<file path="config.mk">
export PLATFORM = sky130hd
export DESIGN_NAME = edge_event_arbiter
export DESIGN_NICKNAME = d
export VERILOG_FILES = /design/src/rtl/edge_arb_pkg.sv /design/src/rtl/negedge_sync_cell.sv /design/src/rtl/edge_event_arbiter.sv
export SDC_FILE = /design/constraint.sdc
export NUM_CORES = 1
export LEC_CHECK = 0
export ABC_AREA = 0
export BUFFER_PORTS_ARGS = -buffer_cell sky130_fd_sc_hd__buf_4
export CAP_MARGIN = 40
export CORE_MARGIN = 5
export CORE_UTILIZATION = 45
export CTS_CLUSTER_SIZE = 40
export DETAILED_ROUTE_END_ITERATION = 16
export PLACE_DENSITY = 0.76
export SYNTH_ARGS = -nofsm -noshare
export SYNTH_HDL_FRONTEND = slang
export SYNTH_SLANG_ARGS = --single-unit
</file>
<file path="constraint.sdc">
create_clock -name clk -period 4 [get_ports clk]
set_input_delay 0.2 -clock clk [delete_from_list [all_inputs] [get_ports clk]]
set_output_delay 0.2 -clock clk [all_outputs]
set_load 0.01 [all_outputs]
</file>
<file path="src/rtl/edge_arb_pkg.sv">
// Shared definitions for the edge event arbiter: FSM encoding and a width helper.
package edge_arb_pkg;

    localparam logic [0:0] ST_IDLE  = 1'b0;
    localparam logic [0:0] ST_OFFER = 1'b1;

    // Smallest width able to index 'value' entries (at least 1).
    function automatic int unsigned clog2(input int unsigned value);
        int unsigned width;
        width = 1;
        while ((32'd1 << width) < value) begin
            width = width + 1;
        end
        return width;
    endfunction

endpackage

</file>
<file path="src/rtl/negedge_sync_cell.sv">
// Synchroniser chain plus falling-edge detector for one asynchronous event line.
module negedge_sync_cell #(
    parameter int unsigned SYNC_STAGES = 2
) (
    input  logic clk,
    input  logic reset,
    input  logic line,
    output logic fall
);

    logic [SYNC_STAGES-1:0] sync_q;
    logic                   prev_q;

    // Zero on reset, so a line held low across reset never looks like a fall.
    always_ff @(posedge clk) begin
        if (!reset) begin
            sync_q <= '0;
            prev_q <= 1'b0;
        end else begin
            sync_q <= {sync_q[SYNC_STAGES-2:0], line};
            prev_q <= sync_q[SYNC_STAGES-1];
        end
    end

    assign fall = prev_q & ~sync_q[SYNC_STAGES-1];

endmodule

</file>
<file path="src/rtl/edge_event_arbiter.sv">
// Queues falling edges from N async lines and hands them out round-robin over valid/ready.
module edge_event_arbiter
    import edge_arb_pkg::*;
#(
    parameter int unsigned N           = 4,
    parameter int unsigned IDW         = clog2(N),
    parameter int unsigned SYNC_STAGES = 2
) (
    input  logic           clk,
    input  logic           reset,
    input  logic [N-1:0]   I,
    input  logic [N-1:0]   en,
    output logic           ev_valid,
    input  logic           ev_ready,
    output logic [IDW-1:0] ev_id,
    output logic           ev_ovf,
    output logic           busy
);

    logic [N-1:0]   fall;
    logic [N-1:0]   pending_q, pending_d;
    logic [N-1:0]   ovf_q, ovf_d;
    logic [0:0]     state_q, state_d;
    logic [IDW-1:0] last_grant_q, last_grant_d;
    logic           ev_valid_q, ev_valid_d;
    logic [IDW-1:0] ev_id_q, ev_id_d;
    logic           ev_ovf_q, ev_ovf_d;

    logic           handshake;
    logic           load;
    logic [N-1:0]   load_mask;
    logic [N-1:0]   eligible;
    logic [IDW-1:0] base;
    logic [IDW-1:0] start;
    logic [2*N-1:0] doubled;
    logic [2*N-1:0] shifted;
    logic [N-1:0]   rotated;
    logic [IDW-1:0] offset;
    logic [IDW-1:0] winner;
    logic           found;

    for (genvar g = 0; g < N; g++) begin : g_cell
        negedge_sync_cell #(
            .SYNC_STAGES(SYNC_STAGES)
        ) u_cell (
            .clk  (clk),
            .reset(reset),
            .line (I[g]),
            .fall (fall[g])
        );
    end

    assign handshake = ev_valid_q & ev_ready;
    // A disabled channel is never granted, even if its bit is still set this cycle.
    assign eligible  = pending_q & en;
    // On a handshake the just-granted id becomes the new rotation origin immediately.
    assign base      = handshake ? ev_id_q : last_grant_q;

    // Rotate so the channel after 'base' sits at bit 0, then find the first set bit.
    always_comb begin
        start   = IDW'((32'(base) + 32'd1) % N);
        doubled = {eligible, eligible};
        shifted = doubled >> start;
        rotated = shifted[N-1:0];
        found   = 1'b0;
        offset  = '0;
        for (int k = N - 1; k >= 0; k--) begin
            if (rotated[k]) begin
                found  = 1'b1;
                offset = IDW'(k);
            end
        end
        winner = IDW'((32'(start) + 32'(offset)) % N);
    end

    assign load      = found & ((state_q == ST_IDLE) | handshake);
    assign load_mask = load ? ({{(N-1){1'b0}}, 1'b1} << winner) : '0;

    always_comb begin
        state_d      = state_q;
        last_grant_d = last_grant_q;
        ev_valid_d   = ev_valid_q;
        ev_id_d      = ev_id_q;
        ev_ovf_d     = ev_ovf_q;
        case (state_q)
            ST_IDLE: begin
                if (found) begin
                    state_d    = ST_OFFER;
                    ev_valid_d = 1'b1;
                    ev_id_d    = winner;
                    ev_ovf_d   = ovf_q[winner];
                end
            end
            ST_OFFER: begin
                if (handshake) begin
                    last_grant_d = ev_id_q;
                    if (found) begin
                        ev_id_d  = winner;
                        ev_ovf_d = ovf_q[winner];
                    end else begin
                        state_d    = ST_IDLE;
                        ev_valid_d = 1'b0;
                    end
                end
            end
            default: begin
                state_d    = ST_IDLE;
                ev_valid_d = 1'b0;
            end
        endcase
    end

    // A new fall on the channel being loaded starts a fresh pending event with no overflow.
    always_comb begin
        pending_d = pending_q;
        ovf_d     = ovf_q;
        for (int i = 0; i < N; i++) begin
            if (!en[i]) begin
                pending_d[i] = 1'b0;
                ovf_d[i]     = 1'b0;
            end else if (fall[i] && pending_q[i] && !load_mask[i]) begin
                ovf_d[i] = 1'b1;
            end else if (fall[i]) begin
                pending_d[i] = 1'b1;
                ovf_d[i]     = 1'b0;
            end else if (load_mask[i]) begin
                pending_d[i] = 1'b0;
                ovf_d[i]     = 1'b0;
            end
        end
    end

    always_ff @(posedge clk) begin
        if (!reset) begin
            pending_q    <= '0;
            ovf_q        <= '0;
            state_q      <= ST_IDLE;
            last_grant_q <= IDW'(N - 1);
            ev_valid_q   <= 1'b0;
            ev_id_q      <= '0;
            ev_ovf_q     <= 1'b0;
        end else begin
            pending_q    <= pending_d;
            ovf_q        <= ovf_d;
            state_q      <= state_d;
            last_grant_q <= last_grant_d;
            ev_valid_q   <= ev_valid_d;
            ev_id_q      <= ev_id_d;
            ev_ovf_q     <= ev_ovf_d;
        end
    end

    assign ev_valid = ev_valid_q;
    assign ev_id    = ev_id_q;
    assign ev_ovf   = ev_ovf_q;
    assign busy     = (|pending_q) | ev_valid_q;

endmodule

</file>
==> impl_metrics.csv, run 1 <==
group,metric,value,unit
layout,n_antenna_cell,0,
synthesis,ys_warn_count,0,
cts,post_cts_buffers,0,
place,pre_cts_slack,1.318,ns
synthesis,synth-async-reset-ratio,0,
grt,grt_pass1_vias,1059,
power,leakage,0.6246,nW
place,place_congestion,0.8761,
synthesis,yosysSeqAreaShare,0.3971,
sta,fin_crit_sh,0.6789,
worst_setup_path,cp.required,4.23,ns
synthesis,synthDominantCellAreaShare,0.3971,
sta,fin_ws,1.284,ns
drt,first_pass_iters,4,
cts,cts_buffers,3,
worst_setup_path,crit_fanout,12,
synthesis,synth_edf_count,0,
cts,h-tree-depth,1,
floorplanning,fp.dieH,65,um
status,status,"complete, no violations",
layout,fill_cells,273,
layout,nNetsFinal,167,
cts,clk_latency,0.32,ns
synthesis,ys_top_cells_by_count,"27 x dfxtp_1, 15 x and2_1, 14 x nand2_1, 8 x mux2i_1, 7 x a21oi_1",
drt,drtIter0Drc,26,
sta,fmax,368.2,MHz
drt,drt-total-wl,2641,um
power,p_per_area,291.0,mW/mm2
grt,antenna_found_initial,0,
sta,tightestPinTransition,0.6611,ns
floorplanning,rows,20,
drt,routed_via_density,5.631,
place,hpwl,2056,um
grt,grt_pass1_wl,4698,um
synthesis,synthFlopType,"dfxtp_1",
drt,avgRoutedWirePerCell,14.12,um
cts,clockBufferDepth,2,
drt,ant_nets,0,
sta,finalHoldViolCount,0,
worst_setup_path,cp.arrival,2.94,ns
drt,drc,0,
layout,layout-drive-gt1-share,0.1948,
sta,slew_viol_final,0,
power,finalPower,0.4380,mW
floorplanning,start_util,0.4571,
synthesis,yosys.area.top_type,"dfxtp_1",
floorplanning,io_pins,16,
cts,root_buffer,"clkbuf_4",
cts,cts_tree,"done",
floorplanning,die_w,65,um
sta,finClkSkew,0.003132,ns
cts,cts_resized,0,
synthesis,syn_area,0.001361,mm2
floorplanning,die_area,0.004225,mm2
power,irDropWorstVdd,0.0002403,V
synthesis,post-synth-top-count-cell,"dfxtp_1",
sta,rsz0062_at_grt,"no",
synthesis,avgSynthCellArea,9.724,um2
grt,grt_max_degree,24,
synthesis,synth_fp_nets,152,
worst_setup_path,crit_path_end_kind,"register",
synthesis,synth_cell_types,42,
synthesis,synthTopCellsByArea,"dfxtp_1 40%, and2_1 6.9%, mux2i_1 5.9%, nand2_1 3.9%, mux2i_4 3.3%",
cts,ctsHoldBuffers,0,
grt,grt_usage,0.1421,
hold_path,hold_class,"input pin to register",
sta,min_period,2.716,ns
job,max_cap_violations,0,
synthesis,netlist_instances,140,
worst_setup_path,path_class,"register to register",
sta,setup_viol,0,
floorplanning,core_area,0.002978,mm2
cts,clkSlewWorstSetupHoldPaths,0.14,ns
place,io_buffers,15,
drt,vias,1053,
sta,slew_headroom,0.5593,
synthesis,synth_seq_cells,27,
cts,cts.sinks,27,
sta,fin_tns_setup,0,ns
grt,overflow,0,
worst_setup_path,crit_path_start_kind,"register",
layout,area_growth,10.57,%
==> worst paths after layout <==
kind / from / end / slack [ns] / cells past startpoint
hold reg to reg: g_cell[0].u_cell.sync_q[0]$_SDFF_PN0_ / g_cell[0].u_cell.sync_q[1]$_SDFF_PN0_ / 0.45 / 1
hold / removal: I[3] / g_cell[3].u_cell.sync_q[0]$_SDFF_PN0_ / 0.08 / 2
setup reg to reg: ev_valid$_SDFFE_PN0P_ / ev_ovf$_SDFFE_PN0P_ / 1.28 / 10
setup / recovery: ev_valid$_SDFFE_PN0P_ / ev_ovf$_SDFFE_PN0P_ / 1.28 / 10
==> power breakdown <==
part	leakage [nW]	internal [mW]	switching [mW]
sequential	0.220	0.276	0.00390
combinational	0.391	0.0202	0.0205
clock	0.0139	0.0382	0.0794
total	0.625	0.334	0.104
==> cells in the final DEF (no fill, tap or decap), drive strengths merged, types with 3 or more instances in the layout <==
cell    instances
dfxtp          27
and2           16
nand2          16
buf            15
mux2i          10
a21oi           7
nor2            6
a211oi          6
o21ai           4
nor2b           4
nor3            4
a31oi           3
inv             3
clkbuf          3
xnor2           3
==> critical path: stages, from the launching register on <==
cell and delay (ns):
dfxtp_1 0.46, nand2_4 0.11, mux2i_4 0.39, a31oi_1 0.15, a21oi_1 0.16, a2bb2oi_1 0.18
a21oi_1 0.09, ha_1 0.21, xor2_1 0.20, xnor2_2 0.33, mux2_4 0.33
==> per-stage QoR <==
step,instance area [um2],util,cells,hold WS [ns]
6_report,1505,0.5055,187,0.07649
2_1_floorplan,1361,-,140,0.3273
3_5_place_dp,1475,0.4954,183,0.4155
3_3_place_gp,1475,0.4954,183,0.4108
4_1_cts,1505,0.5055,187,0.06856
5_1_grt,1505,0.5055,187,0.05225
==> state kept, by name (all words and copies together), names as in the netlist <==
name and cells:
ev_valid 1, ev_id 2, state_q 1, ovf_q 4, g_cell.u_cell.sync_q 8, last_grant_q 2, g_cell.u_cell.prev_q 4, ev_ovf 1
pending_q 4
==> logic make-up (layout without fill, tap and decap cells) <==
family                   count (synthesis)  in the layout  synth area share
multiplexers                            11             11            0.1029
buffers and inverters                    8             22           0.03768
flip-flops                              27             27            0.3971
AND/OR/NAND/NOR                         53             53            0.2141
adder cells (fa/ha/maj)                  1              1          0.009190
AO/OA/AOI/OAI                           35             35            0.2013
XOR/XNOR                                 5              5           0.03769
==> per-layer routing <==
metal | track usage | up-vias | wire [um]
met5 | 0 | - | 0
met4 | 0.05541 | 0 | 48
met3 | 0.02426 | 6 | 79
met2 | 0.2554 | 25 | 1310
met1 | 0.1660 | 498 | 1203
li1 | - | 524 | -
==> area by class of cell <==
cell class | count | area [um2] | share of cell area
inverters | 3 | 11.26 | 0.007481
clock buffers | 3 | 22.52 | 0.01496
multi-input cells | 105 | 769.5 | 0.5112
flip-flops and latches | 27 | 540.5 | 0.3591
repair buffers | 15 | 112.6 | 0.07481
clock inverters | 1 | 7.507 | 0.004988
well taps | 33 | 41.29 | 0.02743
(Power assumes the default switching activity.)
==> run 2, diff against run 1 <==
--- a/config.mk
+++ b/config.mk
@@ -5,7 +5,7 @@
 export SDC_FILE = /design/constraint.sdc
 export NUM_CORES = 1
 export LEC_CHECK = 0
-export ABC_AREA = 0
+export ABC_AREA = 1
 export BUFFER_PORTS_ARGS = -buffer_cell sky130_fd_sc_hd__buf_4
 export CAP_MARGIN = 40
 export CORE_MARGIN = 5
==> constraint.sdc (replaced) <==
create_clock -name clk -period 2.65 [get_ports clk]
set_input_delay 0.1325 -clock clk [delete_from_list [all_inputs] [get_ports clk]]
set_output_delay 0.1325 -clock clk [all_outputs]
set_load 0.01 [all_outputs]
==> impl_metrics.csv, run 2 <==
group,metric,value,unit
layout,largest_reg_flops,8,
layout,final_common_cell,"nand2_1",
synthesis,yosysSeqAreaShare,0.3579,
power,pwr-share-clk,0.096,
worst_setup_path,ff2ff_path_depth,19,
layout,fill_cells,321,
synthesis,netlist_instances,220,
worst_setup_path,cp.required,2.89,ns
sta,slew_headroom,0.8616,
grt,grt_pass1_vias,1208,
layout,instances_no_fill,291,
grt,overflow,0,
drt,vias,1339,
power,p_switching,0.8559,mW
layout,layout_common_cells,"68 x nand2_1, 39 x inv_1, 25 x dfxtp_1",
grt,grt_pass1_wl,4940,um
floorplanning,core_area,0.003284,mm2
job,max_cap_violations,0,
layout,n_antenna_cell,0,
sta,tightestPinTransition,0.2069,ns
drt,routed_via_density,4.601,
drt,drtIter0Drc,53,
synthesis,post-synth-top-count-cell,"nand2_1",
power,p_per_area,1007,mW/mm2
power,p_int,0.9477,mW
power,finalPower,1.804,mW
hold_path,hold_class,"input pin to register",
cts,cts.sinks,27,
worst_setup_path,reg2reg_to,"ovf_q[2]$_SDFFE_PN0P_",
synthesis,synth_fp_nets,232,
sta,fin_tns_setup,0,ns
power,switching_share,0.4746,
cts,h-tree-depth,1,
layout,regArea,545.5,um2
grt,grt_usage,0.1396,
cts,clk_latency,0.32,ns
layout,final_util,0.5455,
synthesis,ys_top_cells_by_count,"70 x nand2_1, 39 x inv_1, 27 x dfxtp_1, 17 x nand2_2, 11 x a21oi_1",
sta,finalHoldViolCount,0,
place,post_dp_cell_area,0.001680,mm2
grt,grt_max_degree,21,
sta,fin_crit_sh,0.9161,
worst_setup_path,crit_path_end_kind,"register",
worst_setup_path,cp.arrival,2.66,ns
cts,cts_buffers,3,
power,power_frac_comb,0.627,
synthesis,avgSynthCellArea,6.865,um2
layout,area_growth,18.64,%
worst_setup_path,r2r-start,"ev_valid$_SDFFE_PN0P_",
power,irDropWorstVdd,0.0003843,V
drt,drc,0,
power,leakage,0.9805,nW
synthesis,synth-async-reset-ratio,0,
hold_path,min_from,"en[1]",
worst_setup_path,path_class,"register to register",
synthesis,yosys.area.top_type,"dfxtp_1",
cts,clockBufferDepth,2,
grt,antenna_found_initial,0,
worst_setup_path,crit_fanout,6,
floorplanning,fp.dieH,67.93,um
worst_setup_path,crit_top_cell,"nand2_4",
drt,drt-total-wl,2915,um
floorplanning,start_util,0.4598,
hold_path,whs_endpoint,"pending_q[1]$_SDFFE_PN0P_",
synthesis,synthFlopType,"dfxtp_1",
place,hpwl,2223,um
sta,setup_viol,0,
cts,root_buffer,"clkbuf_4",
synthesis,synthTopCellsByArea,"dfxtp_1 36%, nand2_1 17%, inv_1 9.7%, nand2_2 7.0%, nand2_4 5.2%",
layout,regMostFlops,"g_cell.u_cell.sync_q",
synthesis,synth_edf_count,0,
sta,rsz0062_at_grt,"no",
status,status,"complete, no violations",
worst_setup_path,crit_path_start_kind,"register",
hold_path,hold_depth,3,
cts,clkSlewWorstSetupHoldPaths,0.15,ns
floorplanning,die_area,0.004614,mm2
worst_setup_path,max_stage_delay,0.39,ns
place,io_buffers,15,
synthesis,synth_cell_types,22,
sta,min_period,2.428,ns
sta,finClkSkew,0.01001,ns
synthesis,synthDominantCellAreaShare,0.3579,
drt,first_pass_iters,4,
floorplanning,rows,21,
layout,nNetsFinal,258,
cts,cts_tree,"done",
synthesis,syn_area,0.001510,mm2
sta,slew_viol_final,0,
drt,ant_nets,0,
worst_setup_path,crit_path_top_delay_cell,"dfxtp_4",
floorplanning,die_w,67.93,um
place,dp_cells,281,
place,place_congestion,0.8308,
synthesis,synth_seq_cells,27,
drt,avgRoutedWirePerCell,10.02,um
layout,multi_input_comb_area,820.8,um2
layout,layout-drive-gt1-share,0.2612,
worst_setup_path,regToRegSetupSlack,0.22,ns
synthesis,ys_warn_count,0,
power,power_frac_seq,0.277,
layout,fin_area,0.001792,mm2
sta,fmax,411.9,MHz
floorplanning,io_pins,16,
worst_setup_path,path_cells,"buf_4 > nand3_1 > nand2_2 > nand2_1 > nand2_4 > nand2_2 > nand2_4 > inv_1 > nand2_1 > nand2_1 > inv_1 > ha_1 > xor2_1 > inv_1 > nand2_4 > nand2_4 > nor2_4 > nand2_2 > nor3b_2",
run 2: layer usage:
metal	track usage	up-vias	share of wire
met4	0.05955	0	0.010
met3	0.01970	4	0.041
met5	0	-	0
li1	-	720	-
met1	0.1702	587	0.45
met2	0.2431	28	0.50
run 2: layout make-up:
class / count / share of cell area
tap: 46 / 0.03212
multi-input combinational: 150 / 0.4581
clock inverter: 1 / 0.002793
clock buffer: 3 / 0.01257
timing repair buffer: 24 / 0.1061
inverter: 40 / 0.08380
sequential: 27 / 0.3045
run 2: cell families after synthesis:
family | count (synthesis) | synth area share
simple gates | 125 | 0.4300
buf+inv | 44 | 0.1193
flops | 27 | 0.3579
compound gates | 22 | 0.07870
xor+xnor | 1 | 0.005801
fa+ha+maj | 1 | 0.008284
run 2: timing repair:
| action | CTS | global route |
|---|---|---|
| buffers inserted | 0 | 1 |
| endpoints found under the setup margin | 0 | 10 |
| hold buffers | 4 | 0 |
| hold endpoints to repair | 4 | 0 |
| gates resized for setup | 0 | 9 |
run 2: worst max-delay path by stage:
stage	start	to	cells after the start
6_report	ev_valid$_SDFFE_PN0P_	ovf_q[2]$_SDFFE_PN0P_	19
5_1_grt	ev_valid$_SDFFE_PN0P_	ovf_q[2]$_SDFFE_PN0P_	19
4_1_cts	ev_valid$_SDFFE_PN0P_	ovf_q[2]$_SDFFE_PN0P_	19
3_5_place_dp	ev_valid$_SDFFE_PN0P_	ovf_q[2]$_SDFFE_PN0P_	19
3_3_place_gp	ev_valid$_SDFFE_PN0P_	ovf_q[2]$_SDFFE_PN0P_	19
2_1_floorplan	ev_valid$_SDFFE_PN0P_	ovf_q[2]$_SDFFE_PN0P_	18
run 2: critical path: cells and delay by family, from the launching register on:
kind / cells / cell delay [ns]
flops: 1 / 0.39
buf+inv: 4 / 0.36
simple gates: 13 / 1.17
xor+xnor: 1 / 0.22
fa+ha+maj: 1 / 0.18
run 2: power groups by stage:
stage,Sequential (mW),Combinational (mW),Clock [mW]
after floorplan,0.506,0.871,0
after global placement,0.500,1.07,0
after detailed placement,0.501,1.08,0
after CTS,0.492,1.09,0.181
after global routing,0.504,1.25,0.204
final,0.499,1.13,0.174
run 2: per-stage QoR:
step           setup slack (ns)  hold WS (ns)
2_1_floorplan            0.2308        0.2301
3_3_place_gp             0.1632        0.3132
3_5_place_dp            0.07120        0.3221
4_1_cts                 0.05130       0.03646
5_1_grt                0.006302       0.03103
6_report                 0.2224       0.04422
==> run 3, diff against run 2 <==
--- a/config.mk
+++ b/config.mk
@@ -10,9 +10,11 @@
 export CAP_MARGIN = 40
 export CORE_MARGIN = 5
 export CORE_UTILIZATION = 45
+export CTS_BUF_LIST = sky130_fd_sc_hd__clkbuf_8
 export CTS_CLUSTER_SIZE = 40
 export DETAILED_ROUTE_END_ITERATION = 16
 export PLACE_DENSITY = 0.76
+export SKIP_CTS_REPAIR_TIMING = 1
 export SYNTH_ARGS = -nofsm -noshare
 export SYNTH_HDL_FRONTEND = slang
 export SYNTH_SLANG_ARGS = --single-unit
==> impl_metrics.csv, run 3 (same netlist as run 2, synthesis figures left out) <==
group,metric,value,unit
status,status,"complete, no violations",
sta,fin_ws,0.2245,ns
layout,nNetsFinal,254,
power,p_per_area,1049,mW/mm2
cts,cts_buffers,3,
grt,overflow,0,
sta,fin_crit_sh,0.9153,
sta,fin_tns_setup,0,ns
worst_setup_path,crit_path_end_kind,"register",
layout,multi_input_comb_area,820.8,um2
worst_setup_path,path_cells,"buf_4 > nand3_1 > nand2_2 > nand2_1 > nand2_4 > nand2_2 > nand2_4 > inv_1 > nand2_1 > nand2_1 > inv_1 > ha_1 > xor2_1 > inv_1 > nand2_4 > nand2_4 > nor2_4 > nand2_2 > nor3b_2",
drt,vias,1320,
drt,drt-total-wl,2902,um
sta,slew_headroom,0.8616,
cts,root_buffer,"clkbuf_8",
grt,grt_pass1_wl,4892,um
worst_setup_path,crit_top_cell,"nand2_4",
drt,drc,0,
place,io_buffers,15,
drt,first_pass_iters,4,
worst_setup_path,r2r-start,"ev_valid$_SDFFE_PN0P_",
hold_path,hold_depth,3,
worst_setup_path,cp.required,2.83,ns
grt,grt_usage,0.1393,
sta,fmax,412.3,MHz
floorplanning,die_area,0.004614,mm2
worst_setup_path,regToRegSetupSlack,0.22,ns
power,leakage,0.9715,nW
place,hpwl,2223,um
layout,final_common_cell,"nand2_1",
worst_setup_path,reg2reg_to,"ovf_q[2]$_SDFFE_PN0P_",
floorplanning,die_w,67.93,um
sta,finClkSkew,0.006182,ns
worst_setup_path,max_stage_delay,0.37,ns
drt,routed_via_density,4.599,
floorplanning,fp.dieH,67.93,um
worst_setup_path,crit_path_start_kind,"register",
layout,layout-drive-gt1-share,0.2656,
layout,fin_area,0.001770,mm2
cts,clkSlewWorstSetupHoldPaths,0.09,ns
place,place_congestion,0.8308,
sta,finalHoldViolCount,0,
sta,rsz0062_at_grt,"no",
hold_path,min_from,"I[3]",
drt,ant_nets,0,
sta,min_period,2.425,ns
floorplanning,io_pins,16,
layout,regMostFlops,"g_cell.u_cell.sync_q",
cts,clockBufferDepth,2,
floorplanning,start_util,0.4598,
layout,area_growth,17.23,%
sta,tightestPinTransition,0.2069,ns
layout,largest_reg_flops,8,
grt,grt_max_degree,21,
grt,antenna_found_initial,0,
place,pre_cts_slack,0.07120,ns
hold_path,hold_class,"input pin to register",
grt,grt_pass1_vias,1193,
layout,final_util,0.5390,
layout,regArea,545.5,um2
floorplanning,core_area,0.003284,mm2
layout,layout_common_cells,"68 x nand2_1, 39 x inv_1, 25 x dfxtp_1",
place,post_dp_cell_area,0.001680,mm2
worst_setup_path,ff2ff_path_depth,19,
drt,avgRoutedWirePerCell,10.11,um
worst_setup_path,crit_path_top_delay_cell,"dfxtp_4",
floorplanning,rows,21,
worst_setup_path,cp.arrival,2.60,ns
sta,whs,0.03979,ns
cts,cts_tree,"done",
sta,setup_viol,0,
cts,clk_latency,0.27,ns
worst_setup_path,crit_fanout,6,
worst_setup_path,path_class,"register to register",
layout,n_antenna_cell,0,
sta,slew_viol_final,0,
worst_setup_path,crit_buf_inv,4,
layout,fill_cells,324,
drt,drtIter0Drc,54,
cts,h-tree-depth,1,
cts,cts.sinks,27,
power,irDropWorstVdd,0.0003882,V
hold_path,whs_endpoint,"g_cell[3].u_cell.sync_q[0]$_SDFF_PN0_",
worst_setup_path,crit_family,"simple AND/OR/NAND/NOR gates",
job,max_cap_violations,0,
[run 3: cell types whose count changed in the layout (fill, tap and decap cells not counted), sizes merged]
cell         previous run  this run
dlygate4sd3             4         0
[run 3: final cells by class]
type                    count  area share
multi-input cells         150      0.4636
clock inverters             1    0.002827
inverters                  40     0.08481
repair buffers             20     0.08481
flip-flops and latches     27      0.3081
clock buffers               3     0.02332
well taps                  46     0.03251
[run 3: stage by stage]
step	std cells	total power, mW
floorplan	220	1.377
global placement	281	1.566
detailed placement	281	1.580
CTS	285	1.814
global route	287	2.014
finish	287	1.858
[run 3: metal layers]
layer / routed length, um / share of wire / track usage
met4: 37 / 0.013 / 0.05211
met5: 0 / 0 / 0
met1: 1308 / 0.45 / 0.1702
met2: 1438 / 0.50 / 0.2419
met3: 117 / 0.040 / 0.02463
[run 3: worst min-delay path: cells and delay by family]
kind / cells / cell delay, ns
and+or+nand+nor: 1 / 0.04
buffers and inverters: 2 / 0.11
[run 3: worst max path at each step]
stage / from / end / slack (ns) / depth (start not counted)
CTS: ev_valid$_SDFFE_PN0P_ / ovf_q[2]$_SDFFE_PN0P_ / 0.05 / 19
global route: ev_valid$_SDFFE_PN0P_ / ovf_q[2]$_SDFFE_PN0P_ / 0.003 / 19
finish: ev_valid$_SDFFE_PN0P_ / ovf_q[2]$_SDFFE_PN0P_ / 0.22 / 19
floorplan: ev_valid$_SDFFE_PN0P_ / ovf_q[2]$_SDFFE_PN0P_ / 0.23 / 18
global placement: ev_valid$_SDFFE_PN0P_ / ovf_q[2]$_SDFFE_PN0P_ / 0.16 / 19
detailed placement: ev_valid$_SDFFE_PN0P_ / ovf_q[2]$_SDFFE_PN0P_ / 0.07 / 19
[run 3: where the power goes]
part	switching [mW]	internal [mW]
logic	0.702	0.426
registers	0.0379	0.461
clock network	0.125	0.105
